**config.mk**
```make
export PLATFORM = sky130hd
export DESIGN_NAME = bisection_search
export DESIGN_NICKNAME = d
export VERILOG_FILES = /design/src/rtl/bisection_pkg.sv /design/src/rtl/bisection_abs_err.sv /design/src/rtl/bisection_search.sv
export SDC_FILE = /design/constraint.sdc
export NUM_CORES = 1
export LEC_CHECK = 0
export ABC_AREA = 1
export CORE_AREA = 2 2 139 168
export DETAILED_ROUTE_END_ITERATION = 16
export DIE_AREA = 0 0 141 170
export DONT_BUFFER_PORTS = 1
export MAX_ROUTING_LAYER = met4
export PLACE_DENSITY_LB_ADDON = 0.05
export SETUP_SLACK_MARGIN = 0.2
export SLEW_MARGIN = 20
export SYNTH_ARGS = -nofsm -noshare
export SYNTH_HDL_FRONTEND = slang
export SYNTH_SLANG_ARGS = --single-unit
export TNS_END_PERCENT = 50
```
**constraint.sdc**
```tcl
create_clock -name clk -period 4.2 [get_ports clk]
set_clock_uncertainty 0.2 [all_clocks]
set_input_delay 0.84 -clock clk [delete_from_list [all_inputs] [get_ports clk]]
set_output_delay 0.84 -clock clk [all_outputs]
set_load 0.03 [all_outputs]
```
**src/rtl/bisection_pkg.sv**
```systemverilog
`default_nettype none
// ============================================================================
//  Module   : bisection_pkg
//  Purpose  : Shared types, widths and helpers for the bisection search family.
//  Revision : 1.0 - initial release
// ============================================================================
package bisection_pkg;

    typedef enum logic [2:0] {
        S_IDLE  = 3'd0,
        S_APPLY = 3'd1,
        S_WAIT  = 3'd2,
        S_EVAL  = 3'd3,
        S_DONE  = 3'd4
    } state_t;

    localparam int unsigned c_def_bus_width = 10;
    localparam int unsigned c_def_iter_w    = $clog2(c_def_bus_width + 2 + 1);

    function automatic int unsigned iter_width(input int unsigned max_iter);
        return $clog2(max_iter + 1);
    endfunction

    // lo + half the span never overflows as long as lo <= hi
    function automatic logic [31:0] midpoint(input logic [31:0] lo, input logic [31:0] hi);
        return lo + ((hi - lo) >> 1);
    endfunction

endpackage
`default_nettype wire

```
**src/rtl/bisection_abs_err.sv**
```systemverilog
`default_nettype none
// ============================================================================
//  Module   : bisection_abs_err
//  Purpose  : Signed difference a-b and its unsigned magnitude, BUS_WIDTH+1 wide.
//  Revision : 1.0 - initial release
// ============================================================================
module bisection_abs_err
    import bisection_pkg::*;
#(
    parameter int BUS_WIDTH = c_def_bus_width
) (
    input  logic        [BUS_WIDTH-1:0] i_a,
    input  logic        [BUS_WIDTH-1:0] i_b,
    output logic signed [BUS_WIDTH:0]   o_diff,
    output logic        [BUS_WIDTH:0]   o_mag
);

    always_comb begin
        o_diff = $signed({1'b0, i_a}) - $signed({1'b0, i_b});
        o_mag  = o_diff[BUS_WIDTH] ? $unsigned(-o_diff) : $unsigned(o_diff);
    end

endmodule
`default_nettype wire

```
**src/rtl/bisection_search.sv**
```systemverilog
`default_nettype none
// ============================================================================
//  Module   : bisection_search
//  Purpose  : Integer bisection of the reference-current code towards a target
//             quality value, with tolerance, exhaustion and iteration limits.
//  Revision : 1.0 - initial release
// ============================================================================
module bisection_search
    import bisection_pkg::*;
#(
    parameter int BUS_WIDTH = c_def_bus_width,
    parameter int TOL       = 1,
    parameter int MAX_ITER  = BUS_WIDTH + 2,
    parameter bit INVERT    = 1'b0
) (
    input  logic                              clk,
    input  logic                              rst,
    input  logic                              i_start,
    input  logic [BUS_WIDTH-1:0]              i_i_ref_min,
    input  logic [BUS_WIDTH-1:0]              i_i_ref_max,
    input  logic [BUS_WIDTH-1:0]              i_q_desired,
    input  logic [BUS_WIDTH-1:0]              i_q_measured,
    input  logic                              i_ready,
    output logic                              o_meas_req,
    output logic [BUS_WIDTH-1:0]              o_i_ref,
    output logic                              o_busy,
    output logic                              o_done,
    output logic                              o_converged,
    output logic                              o_timeout,
    output logic                              o_bound_err,
    output logic [iter_width(MAX_ITER)-1:0]   o_iter_count
);

    localparam int unsigned            c_iter_w   = iter_width(MAX_ITER);
    localparam logic [BUS_WIDTH:0]     c_tol      = (BUS_WIDTH+1)'(TOL);
    localparam logic [c_iter_w-1:0]    c_max_iter = c_iter_w'(MAX_ITER);
    localparam logic [BUS_WIDTH-1:0]   c_one      = BUS_WIDTH'(1);

    state_t                r_state, w_state_nxt;
    logic [BUS_WIDTH-1:0]  r_a, r_b, r_c, r_qd, r_qm, r_best_c, r_i_ref;
    logic [BUS_WIDTH-1:0]  w_a_nxt, w_b_nxt, w_c_nxt, w_qd_nxt, w_qm_nxt, w_best_c_nxt, w_i_ref_nxt;
    logic [BUS_WIDTH:0]    r_best_err, w_best_err_nxt;
    logic [c_iter_w-1:0]   r_iter, w_iter_nxt, w_iter_inc;
    logic                  r_meas_req, r_busy, r_done, r_conv, r_to, r_be;
    logic                  w_meas_req_nxt, w_conv_nxt, w_to_nxt, w_be_nxt;

    logic signed [BUS_WIDTH:0] w_diff;
    logic [BUS_WIDTH:0]    w_mag;
    logic [BUS_WIDTH-1:0]  w_mid_start, w_mid_up, w_mid_down, w_best_sel;
    logic                  w_below, w_better;

    bisection_abs_err #(.BUS_WIDTH(BUS_WIDTH)) u_abs_err (
        .i_a    (r_qm),
        .i_b    (r_qd),
        .o_diff (w_diff),
        .o_mag  (w_mag)
    );

    assign w_mid_start = BUS_WIDTH'(midpoint(32'(i_i_ref_min), 32'(i_i_ref_max)));
    assign w_mid_up    = BUS_WIDTH'(midpoint(32'(r_c), 32'(r_b)));
    assign w_mid_down  = BUS_WIDTH'(midpoint(32'(r_a), 32'(r_c)));
    assign w_below     = w_diff[BUS_WIDTH] ^ INVERT;
    assign w_better    = (w_mag < r_best_err);
    // the candidate being evaluated wins only on a strictly smaller error
    assign w_best_sel  = w_better ? r_c : r_best_c;
    assign w_iter_inc  = r_iter + c_iter_w'(1);

    always_comb begin
        w_state_nxt    = r_state;
        w_a_nxt        = r_a;
        w_b_nxt        = r_b;
        w_c_nxt        = r_c;
        w_qd_nxt       = r_qd;
        w_qm_nxt       = r_qm;
        w_best_c_nxt   = r_best_c;
        w_best_err_nxt = r_best_err;
        w_i_ref_nxt    = r_i_ref;
        w_iter_nxt     = r_iter;
        w_meas_req_nxt = 1'b0;
        w_conv_nxt     = r_conv;
        w_to_nxt       = r_to;
        w_be_nxt       = r_be;
        case (r_state)
            S_IDLE, S_DONE: begin
                if (i_start) begin
                    w_a_nxt        = i_i_ref_min;
                    w_b_nxt        = i_i_ref_max;
                    w_qd_nxt       = i_q_desired;
                    w_best_err_nxt = '1;
                    w_iter_nxt     = '0;
                    w_conv_nxt     = 1'b0;
                    w_to_nxt       = 1'b0;
                    w_be_nxt       = 1'b0;
                    if (i_i_ref_min > i_i_ref_max) begin
                        w_be_nxt    = 1'b1;
                        w_i_ref_nxt = i_i_ref_min;
                        w_state_nxt = S_DONE;
                    end else begin
                        w_c_nxt        = w_mid_start;
                        w_i_ref_nxt    = w_mid_start;
                        w_meas_req_nxt = 1'b1;
                        w_state_nxt    = S_APPLY;
                    end
                end
            end
            S_APPLY: w_state_nxt = S_WAIT;
            S_WAIT: begin
                if (i_ready) begin
                    w_qm_nxt    = i_q_measured;
                    w_state_nxt = S_EVAL;
                end
            end
            S_EVAL: begin
                w_iter_nxt = w_iter_inc;
                if (w_better) begin
                    w_best_c_nxt   = r_c;
                    w_best_err_nxt = w_mag;
                end
                if (w_mag <= c_tol) begin
                    w_conv_nxt  = 1'b1;
                    w_i_ref_nxt = w_best_sel;
                    w_state_nxt = S_DONE;
                end else if (w_iter_inc == c_max_iter) begin
                    w_to_nxt    = 1'b1;
                    w_i_ref_nxt = w_best_sel;
                    w_state_nxt = S_DONE;
                end else if ((r_b - r_a) <= c_one) begin
                    w_i_ref_nxt = w_best_sel;
                    w_state_nxt = S_DONE;
                end else begin
                    if (w_below) begin
                        w_a_nxt = r_c;
                        w_c_nxt = w_mid_up;
                    end else begin
                        w_b_nxt = r_c;
                        w_c_nxt = w_mid_down;
                    end
                    w_i_ref_nxt    = w_c_nxt;
                    w_meas_req_nxt = 1'b1;
                    w_state_nxt    = S_APPLY;
                end
            end
            default: w_state_nxt = S_IDLE;
        endcase
    end

    always_ff @(posedge clk) begin
        if (rst) begin
            r_state    <= S_IDLE;
            r_a        <= '0;
            r_b        <= '0;
            r_c        <= '0;
            r_qd       <= '0;
            r_qm       <= '0;
            r_best_c   <= '0;
            r_best_err <= '1;
            r_i_ref    <= '0;
            r_iter     <= '0;
            r_meas_req <= 1'b0;
            r_busy     <= 1'b0;
            r_done     <= 1'b0;
            r_conv     <= 1'b0;
            r_to       <= 1'b0;
            r_be       <= 1'b0;
        end else begin
            r_state    <= w_state_nxt;
            r_a        <= w_a_nxt;
            r_b        <= w_b_nxt;
            r_c        <= w_c_nxt;
            r_qd       <= w_qd_nxt;
            r_qm       <= w_qm_nxt;
            r_best_c   <= w_best_c_nxt;
            r_best_err <= w_best_err_nxt;
            r_i_ref    <= w_i_ref_nxt;
            r_iter     <= w_iter_nxt;
            r_meas_req <= w_meas_req_nxt;
            r_busy     <= (w_state_nxt == S_APPLY) || (w_state_nxt == S_WAIT) || (w_state_nxt == S_EVAL);
            r_done     <= (w_state_nxt == S_DONE);
            r_conv     <= w_conv_nxt;
            r_to       <= w_to_nxt;
            r_be       <= w_be_nxt;
        end
    end

    assign o_meas_req   = r_meas_req;
    assign o_i_ref      = r_i_ref;
    assign o_busy       = r_busy;
    assign o_done       = r_done;
    assign o_converged  = r_conv;
    assign o_timeout    = r_to;
    assign o_bound_err  = r_be;
    assign o_iter_count = r_iter;

endmodule
`default_nettype wire
```
# Word level (Yosys, flattened, before mapping)
# Cells that the tools add are included.
# word_totals
reg_bits	94
output_inout_bits	20
# classes
addsub	10
n_lt_le_gt_ge	4
n_eq_ne	19
muxes	52
reduce_logical	14
# ops
operator	n
$mux W10	22
$pmux W10 S2	4
$sub A10 B10 Y11	4
$mux W11	3
$add A10 B10 Y10	3
$pmux W11 S2	1
$mux W3	6
$ne A2 B2 Y1 const B	9
$reduce_and A6 Y1	3
$eq A3 B2 Y1 const B	4
$pmux W3 S4	1
$le A11 B1 Y1 const B	1
$lt A11 B11 Y1	1
$neg A11 Y11	1
$gt A10 B10 Y1	1
$le A10 B1 Y1 const B	1
$mux W1	10
$sub A10 B10 Y10	1
$pmux W4 S2	1
$eq A3 B1 Y1 const B	2
$eq A3 B3 Y1 const B	2
$pmux W1 S2	3
$reduce_and A2 Y1	3
$reduce_and A3 Y1	2
9 further kinds	10

# Longest topological paths before layout
# Gate-level depths: netlist of run 1.
# depth
ltp_word	9
ltp_mapped	34
depth_no_buf	34

# Modules after synthesis
# Synthesis of run 1 repeated with hierarchy kept, for this count alone.
# hier_totals
hier_cells	1392
hier_area_um2	8797.2
# by_module_without_submodules
mod	n_inst	cells_per_inst	area_each_um2
bisection_search	1	1222	7851.3
bisection_abs_err	1	170	945.9

# Worst setup path after synthesis of run 1
# Ideal clock, no wire load.
# synth_timing
path_type	reg-to-reg
from	register r_qm[0]
to	register r_best_err[10]
setup_ps	138
t_arrival_ps	3699
slack_ps	163
path_stages_with_launch	26
path_buffers	2
synth_period_minus_slack_ps	4037
path_cell_list	dfxtp_1 > inv_1 > ha_1 > inv_1 > fa_1 > inv_1 > ha_1 > inv_1 > nor2_1 > nand2_2 > nor2_2 > nand2_2 > nor2_1 > nand3_1 > nor2_4 > ha_1 > a21oi_1 > o21ai_0 > a21oi_1 > nand2_1 > clkbuf_1 > nor2_1 > nor2_1 > inv_1 > clkbuf_1 > o211ai_1
# synth_between
elab_chain_cells	6
# synth_rtl
item	line_no	text
start, declared	bisection_search.sv:40	logic [BUS_WIDTH-1:0] r_a, r_b, r_c, r_qd, r_qm, r_best_c, r_i_ref;
start signal, assigned	bisection_search.sv:171	r_qm <= w_qm_nxt;
$sub A10 B10 Y11 (*)	bisection_abs_err.sv:19	o_diff = $signed({1'b0, i_a}) - $signed({1'b0, i_b});
$neg A11 Y11	bisection_abs_err.sv:20	o_mag = o_diff[BUS_WIDTH] ? $unsigned(-o_diff) : $unsigned(o_diff);
$mux W11 (*)	bisection_abs_err.sv:20	
$lt A11 B11 Y1	bisection_search.sv:63	assign w_better = (w_mag < r_best_err);
$ne A2 B2 Y1 (no source line)	n/a	
$reduce_and A3 Y1 (no source line)	n/a	
end signal, assigned	bisection_search.sv:173	r_best_err <= w_best_err_nxt;
end, declared	bisection_search.sv:42	logic [BUS_WIDTH:0] r_best_err, w_best_err_nxt;
# Mark *: on every way between the ends. The rest lies on a longest branch, timed or not. The select of a mux whose other input is x is not followed.
# A chain may end at the register's enable or synchronous reset.

# Final worst setup path of run 1
# layout_timing
from	register r_a[2]
to	register r_i_ref[9], in the netlist o_i_ref[9]
# layout_between
elab_chain_cells	7
# layout_rtl
item	line_no	text
start, declared	bisection_search.sv:40	
start signal, assigned	bisection_search.sv:167	r_a <= w_a_nxt;
$sub A10 B10 Y11	bisection_pkg.sv:26	return lo + ((hi - lo) >> 1);
$add A10 B10 Y10	bisection_pkg.sv:26	
$mux W10	bisection_search.sv:131	if (w_below) begin
$mux W10 (*)	bisection_search.sv:127	end else if ((r_b - r_a) <= c_one) begin
$mux W10 (*)	bisection_search.sv:123	end else if (w_iter_inc == c_max_iter) begin
$mux W10 (*)	bisection_search.sv:119	if (w_mag <= c_tol) begin
$pmux W10 S2 (*)	bisection_search.sv:83	case (r_state)
end signal, assigned	bisection_search.sv:174	r_i_ref <= w_i_ref_nxt;
end, declared	bisection_search.sv:40	
# Mark *: on every way between the ends. The rest lies on a longest branch, timed or not.

==> results of run 1 <==
-- cell usage in the layout (no fill, tap or decap), types with 20 or more instances in the layout --
master	Yosys	layout
sky130_fd_sc_hd__buf_4	2	63
sky130_fd_sc_hd__nand3_2	15	22
sky130_fd_sc_hd__o21ai_0	82	75
sky130_fd_sc_hd__ha_1	85	72
sky130_fd_sc_hd__nor2_1	140	130
sky130_fd_sc_hd__nand2_1	357	344
sky130_fd_sc_hd__nand2_2	11	22
sky130_fd_sc_hd__xnor2_1	20	20
sky130_fd_sc_hd__dfxtp_1	94	85
sky130_fd_sc_hd__nand3_1	79	72
sky130_fd_sc_hd__xor2_1	27	26
sky130_fd_sc_hd__a21oi_1	96	83
sky130_fd_sc_hd__a21oi_2	13	24
sky130_fd_sc_hd__inv_1	213	202
-- worst max-delay path by stage --
stage	start	end	depth (start not counted)	slack, ns
global placement	r_qm[0]	o_i_ref[8]	26	0.02
CTS	r_qm[0]	o_i_ref[9]	30	0.21
finish	r_a[2]	o_i_ref[9]	33	0.36
floorplan	r_qm[0]	r_best_err[10]	25	0.26
global route	r_a[1]	o_i_ref[9]	33	0.07
detailed placement	r_qm[0]	o_i_ref[8]	26	-0.04
-- per-stage QoR --
| stage | hold WS [ns] | setup TNS (ns) | util | total power [mW] |
|---|---|---|---|---|
| 6_report | 0.261 | 0 | 0.460 | 6.94 |
| 5_1_grt | 0.290 | 0 | 0.460 | 7.59 |
| 4_1_cts | 0.264 | 0 | 0.436 | 6.48 |
| 3_5_place_dp | 0.252 | -0.0427 | 0.420 | 5.56 |
| 3_3_place_gp | 0.249 | 0 | 0.420 | 5.56 |
| 2_1_floorplan | 0.233 | 0 | - | 4.36 |
-- routing by layer --
metal  GRT usage  vias to the layer above  routed length, um
met1       0.281                     4003              12400
met3      0.0267                       47                744
met2       0.425                      130              14500
met4      0.0852                        0                975
met5           -                        -                  0
li1            -                     4572                  -
-- worst register-to-register path: cells and delay by family, from the launching register on --
kind | cells | cell delay (ns)
simple gates | 22 | 1.53
compound gates | 6 | 0.85
fa+ha+maj | 2 | 0.62
flops | 1 | 0.37
buf+inv | 2 | 0.11
xor+xnor | 1 | 0.07
-- cells by family after synthesis --
family                   count (synthesis)
adder cells (fa/ha/maj)                 93
flip-flops                              94
buffers and inverters                  258
AND/OR/NAND/NOR                        648
XOR/XNOR                                47
AO/OA/AOI/OAI                          254
-- timing repair --
item,in CTS,in global routing
buffers inserted,0,16
gates resized for setup,21,94
gates cloned,0,3
pin swaps,3,40
setup endpoints to repair,17,44
-- power groups by stage --
| stage | registers (mW) | clock network, mW | logic [mW] |
|---|---|---|---|
| 2_1_floorplan | 1.18 | 0 | 3.19 |
| 3_3_place_gp | 1.24 | 0 | 4.32 |
| 3_5_place_dp | 1.24 | 0 | 4.32 |
| 4_1_cts | 1.22 | 0.860 | 4.40 |
| 5_1_grt | 1.24 | 0.896 | 5.45 |
| 6_report | 1.23 | 0.842 | 4.87 |
-- sequential cells by signal, indices dropped and copies added, names as in the netlist, 3 cells and up --
signal,flops
r_a,10
r_state,3
r_qm,10
r_c,10
r_best_c,10
r_best_err,11
r_qd,10
o_iter_count,4
o_i_ref,10
r_b,10
-- cell type report --
type                            count  area, um2  share of cell area
Multi-Input combinational cell   1042       6320               0.617
Sequential cell                    94       1900               0.185
Inverter                          220        832              0.0811
Timing Repair Buffer               67        554              0.0541
Tap cell                          279        349              0.0340
Clock buffer                        9        225              0.0220
Clock inverter                      7       70.1             0.00683
==> flow_summary.html, run 1 <==
<table>
<tr><th>Metric</th><th>Value</th></tr>
<tr><th colspan="2">Synth</th></tr>
<tr><td>Count of warnings emitted by yosys</td><td>0</td></tr>
<tr><td>Synthesized cell area</td><td>8820 um2</td></tr>
<tr><td>Most instantiated library cell after synthesis</td><td>sky130_fd_sc_hd__nand2_1</td></tr>
<tr><td>Post-synth top flop</td><td>sky130_fd_sc_hd__dfxtp_1</td></tr>
<tr><td>Dominant combinational cell family by area after synthesis</td><td>simple AND/OR/NAND/NOR gates</td></tr>
<tr><td>Post-Synthesis Mean Instance Area</td><td>6.33 um2</td></tr>
<tr><td>Top cells by area, synth</td><td>sky130_fd_sc_hd__dfxtp_1 (21%), sky130_fd_sc_hd__nand2_1 (15%), sky130_fd_sc_hd__ha_1 (12%)</td></tr>
<tr><td>Portion of the post-synthesis area used by sequential elements</td><td>0.213</td></tr>
<tr><td>Synth Area in Simple Gates</td><td>0.321</td></tr>
<tr><td>Synth Instances</td><td>1394</td></tr>
<tr><td>Number of flops mapped to enable cells by yosys</td><td>0</td></tr>
<tr><td>Share of flip-flops with an asynchronous set or reset after synthesis</td><td>0</td></tr>
<tr><td>Area share of xor/xnor cells in the synthesized design</td><td>0.0467</td></tr>
<tr><td>Yosys top cell area share</td><td>0.213</td></tr>
<tr><td>Net Count, Synth</td><td>1531</td></tr>
<tr><td>Share of synthesized area spent on multiplexers</td><td>0</td></tr>
<tr><td>Number of distinct library cells after synthesis</td><td>47</td></tr>
<tr><td>Post-synthesis register bit count</td><td>94</td></tr>
<tr><td>Area leader, netlist</td><td>sky130_fd_sc_hd__dfxtp_1</td></tr>
<tr><td>Synth Area in Adders</td><td>0.139</td></tr>
<tr><td>Complex-gate fraction of the synthesized area</td><td>0.166</td></tr>
<tr><td>List of most frequent post-synthesis cells</td><td>sky130_fd_sc_hd__nand2_1 (357), sky130_fd_sc_hd__inv_1 (213), sky130_fd_sc_hd__nor2_1 (140)</td></tr>
<tr><th colspan="2">Global route</th></tr>
<tr><td>Number of global-route vias before repair</td><td>8245</td></tr>
<tr><td>Wire length of the first global-routing pass</td><td>43700 um</td></tr>
<tr><td>Global-route total usage across every layer</td><td>0.240</td></tr>
<tr><td>Pin count of the biggest net entering global routing</td><td>55</td></tr>
<tr><td>Total grt overflow</td><td>0</td></tr>
<tr><td>Initial antenna violation count</td><td>0</td></tr>
<tr><th colspan="2">Worst setup path</th></tr>
<tr><td>Crit-path max cell delay</td><td>0.37 ns</td></tr>
<tr><td>Critical path type</td><td>reg2reg</td></tr>
<tr><td>Nature of the critical path startpoint</td><td>flip-flop</td></tr>
<tr><td>Setup slack of the worst register-to-register path</td><td>0.36 ns</td></tr>
<tr><td>CP Max Fanout</td><td>4</td></tr>
<tr><td>Delay-heaviest family, CP</td><td>simple AND/OR/NAND/NOR gates</td></tr>
<tr><td>FF-to-FF End</td><td>o_i_ref[9]</td></tr>
<tr><td>Worst endpoint data arrival time</td><td>3.90 ns</td></tr>
<tr><td>Worst Setup End Kind</td><td>flip-flop</td></tr>
<tr><td>Buf/Inv on CP</td><td>2</td></tr>
<tr><td>Most used cell along the critical path</td><td>sky130_fd_sc_hd__nand2_1</td></tr>
<tr><td>Data required, critical path</td><td>4.27 ns</td></tr>
<tr><td>Master of the slowest instance on the critical path</td><td>sky130_fd_sc_hd__dfxtp_4</td></tr>
<tr><td>Number of cell instances on the worst register-to-register path</td><td>33</td></tr>
<tr><td>Reg-to-Reg Start</td><td>r_a[2]</td></tr>
<tr><th colspan="2">Placed design</th></tr>
<tr><td>Placed Cells incl. Taps</td><td>1683</td></tr>
<tr><td>Number of port buffers</td><td>0</td></tr>
<tr><td>Pre-CTS setup slack</td><td>-0.0427 ns</td></tr>
<tr><td>RD Place Congestion</td><td>0.899</td></tr>
<tr><td>Half-perimeter wire length after placement</td><td>22800 um</td></tr>
<tr><td>Placed Area</td><td>9360 um2</td></tr>
<tr><th colspan="2">Layout</th></tr>
<tr><td>Final design instance area without fill</td><td>10300 um2</td></tr>
<tr><td>P&amp;R area growth vs syn</td><td>16.2%</td></tr>
<tr><td>Number of antenna cells inserted</td><td>0</td></tr>
<tr><td>Final cell count without fillers</td><td>1718</td></tr>
<tr><td>Layout Nets</td><td>1571</td></tr>
<tr><td>FILL cells</td><td>2386</td></tr>
<tr><td>Share of post-route cells with drive strength above 1</td><td>0.162</td></tr>
<tr><th colspan="2">Clock network</th></tr>
<tr><td>Clock-pin transition on the worst setup and hold timing paths</td><td>0.08 ns</td></tr>
<tr><td>Number of buffers inserted during clock tree synthesis</td><td>9</td></tr>
<tr><td>Sinks on the clock net</td><td>94</td></tr>
<tr><td>Number of buffers added to fix hold violations after cts</td><td>0</td></tr>
<tr><td>CTS Buffer Depth</td><td>2</td></tr>
<tr><td>CTS HTree Levels</td><td>3</td></tr>
<tr><td>Skew-Pair Late Insertion Delay</td><td>0.36 ns</td></tr>
<tr><td>TritonCTS clock tree</td><td>built</td></tr>
<tr><td>Cell at the root of the clock tree</td><td>sky130_fd_sc_hd__clkbuf_16</td></tr>
<tr><th colspan="2">Timing</th></tr>
<tr><td>Fin crit share</td><td>0.913</td></tr>
<tr><td>Worst-margin pin slew</td><td>0.897 ns</td></tr>
<tr><td>Final worst setup slack</td><td>0.364 ns</td></tr>
<tr><td>Max-slew violations</td><td>0</td></tr>
<tr><td>Unrepaired setup endpoints after global routing</td><td>yes</td></tr>
<tr><td>Maximum clock frequency</td><td>261 MHz</td></tr>
<tr><td>Setup violations, final</td><td>0</td></tr>
<tr><td>Worst slew margin relative to its limit</td><td>0.402</td></tr>
<tr><td>Final min period</td><td>3.84 ns</td></tr>
<tr><td>Count of final hold-check violations</td><td>0</td></tr>
<tr><th colspan="2">Flow run</th></tr>
<tr><td>Maximum capacitance violations</td><td>0</td></tr>
<tr><th colspan="2">Power and ir drop</th></tr>
<tr><td>Fraction of power spent switching nets</td><td>0.510</td></tr>
<tr><td>Reported net switching power</td><td>3.54 mW</td></tr>
<tr><td>Static leakage</td><td>5.23 nW</td></tr>
<tr><td>Power density over cell area</td><td>677 nW/um2</td></tr>
<tr><td>Worst vdd ir</td><td>0.000271 V</td></tr>
<tr><td>Internal power consumption</td><td>3.40 mW</td></tr>
<tr><td>Combinational power share</td><td>0.702</td></tr>
<tr><td>Clock share of power</td><td>0.121</td></tr>
<tr><td>Seq pwr share</td><td>0.177</td></tr>
<tr><th colspan="2">Die</th></tr>
<tr><td>Floorplan die width</td><td>141 um</td></tr>
<tr><td>Total core area</td><td>22300 um2</td></tr>
<tr><td>Height of the die</td><td>170 um</td></tr>
<tr><td>Effective utilization at floorplan</td><td>0.396</td></tr>
<tr><td>Total Die Area</td><td>24000 um2</td></tr>
<tr><td>I/O pin count</td><td>64</td></tr>
<tr><td>Number of rows in the core area</td><td>60</td></tr>
<tr><th colspan="2">Run status</th></tr>
<tr><td>Run status</td><td>completed</td></tr>
<tr><th colspan="2">Drt</th></tr>
<tr><td>Wire length per cell</td><td>16.7 um</td></tr>
<tr><td>Total routed wirelength</td><td>28600 um</td></tr>
<tr><td>Starting DRC count in detailed routing</td><td>403</td></tr>
<tr><td>Via count of the routed design</td><td>8752</td></tr>
<tr><td>Vias per std cell</td><td>5.09</td></tr>
<tr><td>Number of nets with antenna violations after routing</td><td>0</td></tr>
<tr><td>Number of DRC violations after detailed routing</td><td>0</td></tr>
<tr><td>Number of optimization iterations in the first detailed-route pass</td><td>4</td></tr>
<tr><th colspan="2">Hold path</th></tr>
<tr><td>Worst Hold Endpoint</td><td>r_qd[7]</td></tr>
<tr><td>Hold Path Depth</td><td>2</td></tr>
<tr><td>Hold path startpoint</td><td>r_qd[7]</td></tr>
<tr><td>HP Class</td><td>reg2reg</td></tr>
</table>
Power figures use the tool's default switching activity.
==> inputs of run 2 (changes only) <==
Settings changed: RECOVER_POWER set to 50.
==> run 2 against run 1 <==
- the run now ends with max-capacitance violations, max-slew violations left
- first-iteration DRC count is 0.25% higher
- non-clock buffer count unchanged
- sequential cell count did not move
- count of clock-buffer cells in the layout did not move
- combinational power barely moved
- critical endpoint unchanged
==> flow_summary.html, run 2 (same netlist as run 1, synthesis figures left out) <==
<table>
<tr><th>Metric</th><th>Value</th></tr>
<tr><th colspan="2">Run status</th></tr>
<tr><td>Run status</td><td>finished with violations</td></tr>
<tr><td>Failing checks</td><td>max-capacitance violations, max-slew violations</td></tr>
<tr><th colspan="2">Worst setup path</th></tr>
<tr><td>Critical path type</td><td>reg2reg</td></tr>
<tr><td>Worst Setup End Kind</td><td>flip-flop</td></tr>
<tr><td>Data required, critical path</td><td>4.26 ns</td></tr>
<tr><td>Crit-path max cell delay</td><td>0.37 ns</td></tr>
<tr><td>Most used cell along the critical path</td><td>sky130_fd_sc_hd__nand2_1</td></tr>
<tr><td>Worst endpoint data arrival time</td><td>3.93 ns</td></tr>
<tr><td>Nature of the critical path startpoint</td><td>flip-flop</td></tr>
<tr><td>Master of the slowest instance on the critical path</td><td>sky130_fd_sc_hd__dfxtp_4</td></tr>
<tr><td>CP Max Fanout</td><td>4</td></tr>
<tr><th colspan="2">Layout</th></tr>
<tr><td>Final design instance area without fill</td><td>10200 um2</td></tr>
<tr><td>Biggest register</td><td>r_best_err</td></tr>
<tr><td>Layout Nets</td><td>1571</td></tr>
<tr><td>Final cell count without fillers</td><td>1718</td></tr>
<tr><td>Number of antenna cells inserted</td><td>0</td></tr>
<tr><td>Largest register FFs</td><td>11</td></tr>
<tr><td>Most used cells in the layout excluding fill and tap cells</td><td>sky130_fd_sc_hd__nand2_1 (345), sky130_fd_sc_hd__inv_1 (203), sky130_fd_sc_hd__nor2_1 (131)</td></tr>
<tr><td>P&amp;R area growth vs syn</td><td>15.8%</td></tr>
<tr><td>Share of post-route cells with drive strength above 1</td><td>0.158</td></tr>
<tr><td>FILL cells</td><td>2390</td></tr>
<tr><td>Total area of multi-input combinational cells</td><td>6300 um2</td></tr>
<tr><td>Seq. cell area</td><td>1900 um2</td></tr>
<tr><td>Most common library cell in the layout ignoring fill and taps</td><td>sky130_fd_sc_hd__nand2_1</td></tr>
<tr><th colspan="2">Placed design</th></tr>
<tr><td>Number of port buffers</td><td>0</td></tr>
<tr><td>Placed Area</td><td>9360 um2</td></tr>
<tr><td>Half-perimeter wire length after placement</td><td>22800 um</td></tr>
<tr><td>Placed Cells incl. Taps</td><td>1683</td></tr>
<tr><td>Pre-CTS setup slack</td><td>-0.0427 ns</td></tr>
<tr><td>RD Place Congestion</td><td>0.899</td></tr>
<tr><th colspan="2">Hold path</th></tr>
<tr><td>HP Class</td><td>reg2reg</td></tr>
<tr><th colspan="2">Die</th></tr>
<tr><td>Total core area</td><td>22300 um2</td></tr>
<tr><td>Height of the die</td><td>170 um</td></tr>
<tr><td>Total Die Area</td><td>24000 um2</td></tr>
<tr><td>Effective utilization at floorplan</td><td>0.396</td></tr>
<tr><td>I/O pin count</td><td>64</td></tr>
<tr><td>Number of rows in the core area</td><td>60</td></tr>
<tr><td>Floorplan die width</td><td>141 um</td></tr>
<tr><th colspan="2">Timing</th></tr>
<tr><td>Unrepaired setup endpoints after global routing</td><td>yes</td></tr>
<tr><td>Worst slew margin relative to its limit</td><td>-0.0681</td></tr>
<tr><td>Count of final hold-check violations</td><td>0</td></tr>
<tr><td>Maximum clock frequency</td><td>259 MHz</td></tr>
<tr><td>Final worst setup slack</td><td>0.335 ns</td></tr>
<tr><td>Max-slew violations</td><td>55</td></tr>
<tr><td>Fin crit share</td><td>0.920</td></tr>
<tr><td>Final min period</td><td>3.86 ns</td></tr>
<tr><td>Worst-margin pin slew</td><td>1.60 ns</td></tr>
<tr><td>Fin Hold WS</td><td>0.261 ns</td></tr>
<tr><td>Setup violations, final</td><td>0</td></tr>
<tr><th colspan="2">Clock network</th></tr>
<tr><td>Cell at the root of the clock tree</td><td>sky130_fd_sc_hd__clkbuf_16</td></tr>
<tr><td>TritonCTS clock tree</td><td>built</td></tr>
<tr><td>Number of buffers inserted during clock tree synthesis</td><td>9</td></tr>
<tr><td>CTS HTree Levels</td><td>3</td></tr>
<tr><td>Sinks on the clock net</td><td>94</td></tr>
<tr><td>Clock-pin transition on the worst setup and hold timing paths</td><td>0.08 ns</td></tr>
<tr><td>Skew-Pair Late Insertion Delay</td><td>0.36 ns</td></tr>
<tr><td>CTS Buffer Depth</td><td>2</td></tr>
<tr><td>Number of buffers added to fix hold violations after cts</td><td>0</td></tr>
<tr><th colspan="2">Drt</th></tr>
<tr><td>Number of nets with antenna violations after routing</td><td>0</td></tr>
<tr><td>Starting DRC count in detailed routing</td><td>404</td></tr>
<tr><td>Vias per std cell</td><td>5.11</td></tr>
<tr><td>Number of DRC violations after detailed routing</td><td>0</td></tr>
<tr><td>Number of optimization iterations in the first detailed-route pass</td><td>6</td></tr>
<tr><td>Wire length per cell</td><td>16.6 um</td></tr>
<tr><td>Via count of the routed design</td><td>8778</td></tr>
<tr><td>Total routed wirelength</td><td>28600 um</td></tr>
<tr><th colspan="2">Power and ir drop</th></tr>
<tr><td>Power density over cell area</td><td>678 nW/um2</td></tr>
<tr><td>Worst vdd ir</td><td>0.000270 V</td></tr>
<tr><td>Static leakage</td><td>5.23 nW</td></tr>
<tr><th colspan="2">Global route</th></tr>
<tr><td>Initial antenna violation count</td><td>0</td></tr>
<tr><td>Pin count of the biggest net entering global routing</td><td>55</td></tr>
<tr><td>Global-route total usage across every layer</td><td>0.240</td></tr>
<tr><td>Wire length of the first global-routing pass</td><td>43700 um</td></tr>
<tr><td>Total grt overflow</td><td>0</td></tr>
<tr><td>Number of global-route vias before repair</td><td>8245</td></tr>
<tr><th colspan="2">Flow run</th></tr>
<tr><td>Maximum capacitance violations</td><td>1</td></tr>
</table>
[run 2: changes by cell type in the layout (fill, tap and decap cells not counted)]
cell / change
sky130_fd_sc_hd__nor2_4: -1
sky130_fd_sc_hd__inv_2: -1
sky130_fd_sc_hd__inv_1: +1
sky130_fd_sc_hd__clkbuf_1: +3
sky130_fd_sc_hd__o21ai_0: +1
sky130_fd_sc_hd__nand2_1: +1
sky130_fd_sc_hd__nor2_1: +1
sky130_fd_sc_hd__buf_4: -3
sky130_fd_sc_hd__o21ai_1: -1
sky130_fd_sc_hd__nand2_8: -1
[run 2: repair_timing]
item,4_1_cts,5_1_grt
gates resized for setup,21,94
setup buffers,0,16
pin swaps,3,40
setup endpoints to repair,17,44
gates cloned,0,3
[run 2: final cells by class]
class                      count  share of cell area
sequential                    94               0.186
tap                          279              0.0342
multi-input combinational   1042               0.616
clock buffer                   9              0.0220
inverter                     220              0.0814
clock inverter                 7             0.00686
timing repair buffer          67              0.0531
[run 2: critical path: cells and delay by family, from the launching register on]
| family | cells | cell delay [ns] |
|---|---|---|
| buffers and inverters | 2 | 0.11 |
| AO/OA/AOI/OAI | 6 | 0.85 |
| AND/OR/NAND/NOR | 22 | 1.56 |
| adder cells (fa/ha/maj) | 2 | 0.61 |
| XOR/XNOR | 1 | 0.07 |
| flip-flops | 1 | 0.37 |
[run 2: power breakdown]
| group | internal (mW) | leakage, nW | switching [mW] | total (mW) |
|---|---|---|---|---|
| combinational | 1.94 | 4.31 | 2.92 | 4.86 |
| sequential | 1.03 | 0.777 | 0.199 | 1.23 |
| clock | 0.421 | 0.142 | 0.422 | 0.843 |
[run 2: through the flow]
| step | power, mW | TNS [ns] | utilization |
|---|---|---|---|
| CTS | 6.48 | 0 | 0.436 |
| detailed placement | 5.56 | -0.0427 | 0.420 |
| global route | 7.58 | 0 | 0.458 |
| finish | 6.93 | 0 | 0.458 |
| floorplan | 4.36 | 0 | - |
| global placement | 5.56 | 0 | 0.420 |
[run 2: path summary, 6_finish.rpt]
path                               from         end  slack (ns)  cells after the start
worst max-delay path             r_a[2]  o_i_ref[9]        0.34                     33
worst min-delay path            r_qd[7]     r_qd[7]        0.26                      2
worst max register to register   r_a[2]  o_i_ref[9]        0.34                     33
worst min register to register  r_qd[7]     r_qd[7]        0.26                      2
[run 2: layer usage]
layer	track usage	vias to the layer above	share of wire
li1	-	4565	-
met1	0.281	4022	0.43
met2	0.425	146	0.51
met3	0.0267	45	0.024
met4	0.0852	0	0.034
met5	-	-	0
